[src/rtl/score_tick_counter_if.sv]
// rtl/score_tick_counter_if.sv - game-control and score bundle between the copter game FSM and the score counter
interface score_tick_counter_if;
    logic        start;
    logic        gameover;
    logic [31:0] score;

    modport master (output start, output gameover, input score);
    modport slave  (input start, input gameover, output score);
endinterface

[src/rtl/score_tick_counter.sv]
// rtl/score_tick_counter.sv - slow-tick game score counter with IDLE/RUN/OVER control; SCORE_SATURATE_EN selects saturate vs wrap
module score_tick_counter #(
    parameter int unsigned RATE = 25
) (
    input  logic                 clk,
    input  logic                 reset,
    score_tick_counter_if.slave  bus
);

    typedef enum logic [1:0] {
        IDLE = 2'd0,
        RUN  = 2'd1,
        OVER = 2'd2
    } state_t;

    state_t      state_q, state_d;
    logic [31:0] div_q, div_d;
    logic        prev_q, prev_d;
    logic [31:0] score_q, score_d;
    logic        src;
    logic        incr;

    assign src  = div_q[RATE];
    assign incr = src & ~prev_q;

    always_ff @(posedge clk or negedge reset) begin
        if (!reset) begin
            state_q <= IDLE;
            div_q   <= 32'd0;
            prev_q  <= 1'b0;
            score_q <= 32'd0;
        end else begin
            state_q <= state_d;
            div_q   <= div_d;
            prev_q  <= prev_d;
            score_q <= score_d;
        end
    end

    always_comb begin
        state_d = state_q;
        div_d   = div_q + 32'd1;
        prev_d  = src;
        score_d = score_q;

        case (state_q)
            IDLE:    if (bus.start)    state_d = RUN;
            RUN:     if (bus.gameover) state_d = OVER;
            OVER:    state_d = OVER;
            default: state_d = IDLE;
        endcase

        // Counting keys off the present state, so a tick coincident with gameover still lands.
        if (state_q == RUN && incr) begin
`ifdef SCORE_SATURATE_EN
            if (score_q != 32'hFFFF_FFFF) begin
                score_d = score_q + 32'd1;
            end
`else
            score_d = score_q + 32'd1;
`endif
        end
    end

    assign bus.score = score_q;

endmodule

[src/flat_wrapper.sv]
// flat-port wrapper written by rule: the top's interface ports become plain ports
module score_tick_counter_flat 
#(
    parameter int unsigned RATE = 25
)
  (clk, reset, bus_start, bus_gameover, bus_score);
  score_tick_counter_if bus_i ();
  input  logic clk;
  input  logic reset;
  input wire logic [$bits(bus_i.start)-1:0] bus_start;
  input wire logic [$bits(bus_i.gameover)-1:0] bus_gameover;
  output wire logic [$bits(bus_i.score)-1:0] bus_score;
  assign bus_i.start = bus_start;
  assign bus_i.gameover = bus_gameover;
  assign bus_score = bus_i.score;
  score_tick_counter #(.RATE(RATE)) u_core (.clk(clk), .reset(reset), .bus(bus_i));
endmodule
[config.mk]
export PLATFORM = sky130hd
export DESIGN_NAME = score_tick_counter_flat
export DESIGN_NICKNAME = d
export VERILOG_FILES = /design/src/rtl/score_tick_counter_if.sv /design/src/rtl/score_tick_counter.sv /design/src/flat_wrapper.sv
export SDC_FILE = /design/constraint.sdc
export NUM_CORES = 1
export LEC_CHECK = 0
export CAP_MARGIN = 10
export CORE_ASPECT_RATIO = 0.7
export CORE_UTILIZATION = 55
export CTS_BUF_LIST = sky130_fd_sc_hd__clkbuf_16
export CTS_CLUSTER_SIZE = 28
export DETAILED_ROUTE_END_ITERATION = 10
export PLACE_DENSITY = 0.79
export RECOVER_POWER = 50
export REMOVE_ABC_BUFFERS = 1
export SETUP_SLACK_MARGIN = 0.5
export SKIP_CTS_REPAIR_TIMING = 1
export SLEW_MARGIN = 15
export SYNTH_ARGS = -nofsm -noshare
export SYNTH_HDL_FRONTEND = slang
export SYNTH_SLANG_ARGS = --single-unit
[constraint.sdc]
create_clock -name clk -period 5.25 [get_ports clk]
set_clock_uncertainty 0.05 [all_clocks]
set_input_delay 1.05 -clock clk [delete_from_list [all_inputs] [get_ports clk]]
set_output_delay 1.05 -clock clk [all_outputs]
set_load 0.02 [all_outputs]
==> run_results.csv <==
group,metric,value,unit
route,routed.top_layer,"met4",
power_and_ir_drop,finalPower,1070,uW
worst_setup_path,cp_max_fo,6,
finish,multi_input_area,0.00122,sq mm
synth,netlist_area,0.00284,sq mm
sta,worstMarginPinSlew,0.835,ns
die,die-area,0.00546,sq mm
route,met3WireLength,241,um
sta,rsz0062_at_grt,"no",
grt,grt-ovfl-total,0,
worst_setup_path,worstPathArrival,1.41,ns
route,antenna_left,0,
clocking,clk_pin_slew,0.05,ns
placement,io_buffers,35,
die,die_y,62.2,um
power_and_ir_drop,p_leak,0.00166,uW
synth,yosysWarnings,0,
route,wl_per_cell,14.9,um
die,die_x,87.9,um
sta,whs,0.411,ns
worst_setup_path,start_kind,"flop",
run,max_cap_viol_count,0,
placement,place.gp.congestion,0.766,
sta,fin_crit_sh,0.478,
worst_setup_path,worst-path-buf-inv,1,
sta,relSlewSlack,0.442,
run_status,status,"finished, final reports clean",
clocking,htree_levels,3,
sta,setup_tns,0,ns
finish,diodes,0,
worst_setup_path,cp-end-kind,"output pin",
finish,layout.nets,298,
clocking,cts_tree,"yes",
finish,n_fill_cell,361,
finish,area_growth,23.1,%
synth,ys_seq_area_frac,0.537,
synth,ys_seq_elements,61,
finish,post-route-util,0.720,
worst_setup_path,cp_slowest_cell,"clkdlybuf4s50_1",
synth,synth_cell_types,28,
clocking,clockRootBuffer,"clkbuf_16",
route,post-route-drc-count,0,
worst_setup_path,critPathTopFamily,"buffers and inverters",
placement,hpwl,3550,um
grt,grt_pass1_wl,9260,um
worst_setup_path,crit_required,4.15,ns
finish,mostFrequentLayoutCells,"dfrtp_1, clkdlybuf4s50_1, xor2_1",
grt,antenna_found_initial,0,
finish,drive_above_1_share,0.0822,
route,drtIter0Drc,58,
clocking,cts_buffers,9,
sta,setup_viol,0,
route,vias_per_cell,5.35,
finish,layout_commonest_cell,"dfrtp_1",
sta,drv_slew,0,
die,ioPinCount,36,
route,wl_met1,2650,um
grt,grtUsageTotal,0.226,
route,totalWireLength,5370,um
power_and_ir_drop,ir_drop,0.231,mV
clocking,clock-sinks,61,
sta,period_needed,2.51,ns
power_and_ir_drop,power_density,306,mW/mm^2
route,vias,1932,
route,drt_pass1_iterations,4,
sta,finalHoldViolations,0,
die,initial_core_util,0.585,
worst_setup_path,max_stage_delay,0.64,ns
route,wl_met2,2430,um
clocking,clockBufferDepth,2,
grt,grt_pass1_vias,1903,
die,fp.coreArea,0.00486,sq mm
finish,seq_area,0.00153,sq mm
worst_setup_path,cp_cell_sequence,"clkdlybuf4s50_1",
clocking,clk_latency,0.32,ns
die,num_rows,21,
synth,netlist_instances,248,
worst_setup_path,crit_type,"flop to output pin",
grt,grt_start_max_net_pins,62,
sta,max_freq,0.398,GHz
hold_path,hold_path.class,"flop to flop",
synth,avgSynthCellArea,11.5,sq um
cells in the mapped netlist (all sizes together):
cell / n / share of area
inv: 11 / 0.015
nor4: 16 / 0.055
xnor2: 27 / 0.083
ha: 5 / 0.022
and2: 3 / 0.0066
xor2: 28 / 0.086
dfrtp: 61 / 0.54
buf: 5 / 0.013
nand3: 20 / 0.035
o22ai: 1 / 0.0022
or3: 2 / 0.0062
nor2: 8 / 0.011
nand3b: 1 / 0.0070
nand4: 15 / 0.037
nand2: 20 / 0.026
nor3: 9 / 0.016
clkbuf: 1 / 0.0013
and3: 6 / 0.013
or2: 2 / 0.0044
mux2: 2 / 0.0079
and4: 5 / 0.015
registers in the layout, summed over array words and instances, names as in the netlist:
signal / flops
u_core.div_q: 26
u_core.state_q: 2
u_core.prev_q: 1
u_core.bus.score: 32
path summary, 6_finish.rpt:
check | startpoint | cells after the start | to | slack (ns)
max | u_core.bus.score[3] | 1 | bus_score[3] | 2.74
min | u_core.bus.score[31] | 1 | u_core.bus.score[31] | 0.41
max reg2reg | u_core.state_q[1] | 6 | u_core.bus.score[29] | 3.03
min reg2reg | u_core.bus.score[31] | 1 | u_core.bus.score[31] | 0.41
max in group asynchronous | reset | 2 | u_core.div_q[11] | 3.83
min in group asynchronous | reset | 2 | u_core.div_q[24] | 0.82
routing by layer:
metal,vias up,track usage
met2,38,0.342
met4,0,0.0676
met1,945,0.310
met3,6,0.0758
li1,943,-
met5,-,0
through the flow:
step	instance area [sq um]	setup slack [ns]	std cells
floorplan	2800	3.42	242
global placement	3240	3.06	347
detailed placement	3240	3.03	347
CTS	3510	2.74	361
global route	3500	2.69	361
finish	3500	2.74	361
kinds of logic (layout without fill, tap and decap cells):
kind of cell | count (synthesis) | count (layout) | synth area share
fa+ha+maj | 5 | 5 | 0.0220
buf+inv | 17 | 61 | 0.0286
mux | 2 | 2 | 0.00792
simple gates | 107 | 107 | 0.233
flops | 61 | 61 | 0.537
compound gates | 1 | 1 | 0.00220
xor+xnor | 55 | 55 | 0.169
power breakdown:
part           switching [uW]  internal, uW  total [uW]
Sequential               4.74           480         484
Combinational            27.3          23.3        50.7
Clock                     182           354         535
Total                     214           857        1070
final cells by class:
type	count	share of cell area
tap	69	0.0247
multi-input combinational	170	0.349
clock buffer	9	0.0644
inverter	11	0.0118
timing repair buffer	36	0.101
sequential	61	0.436
clock inverter	5	0.0129
(Power assumes the default switching activity.)
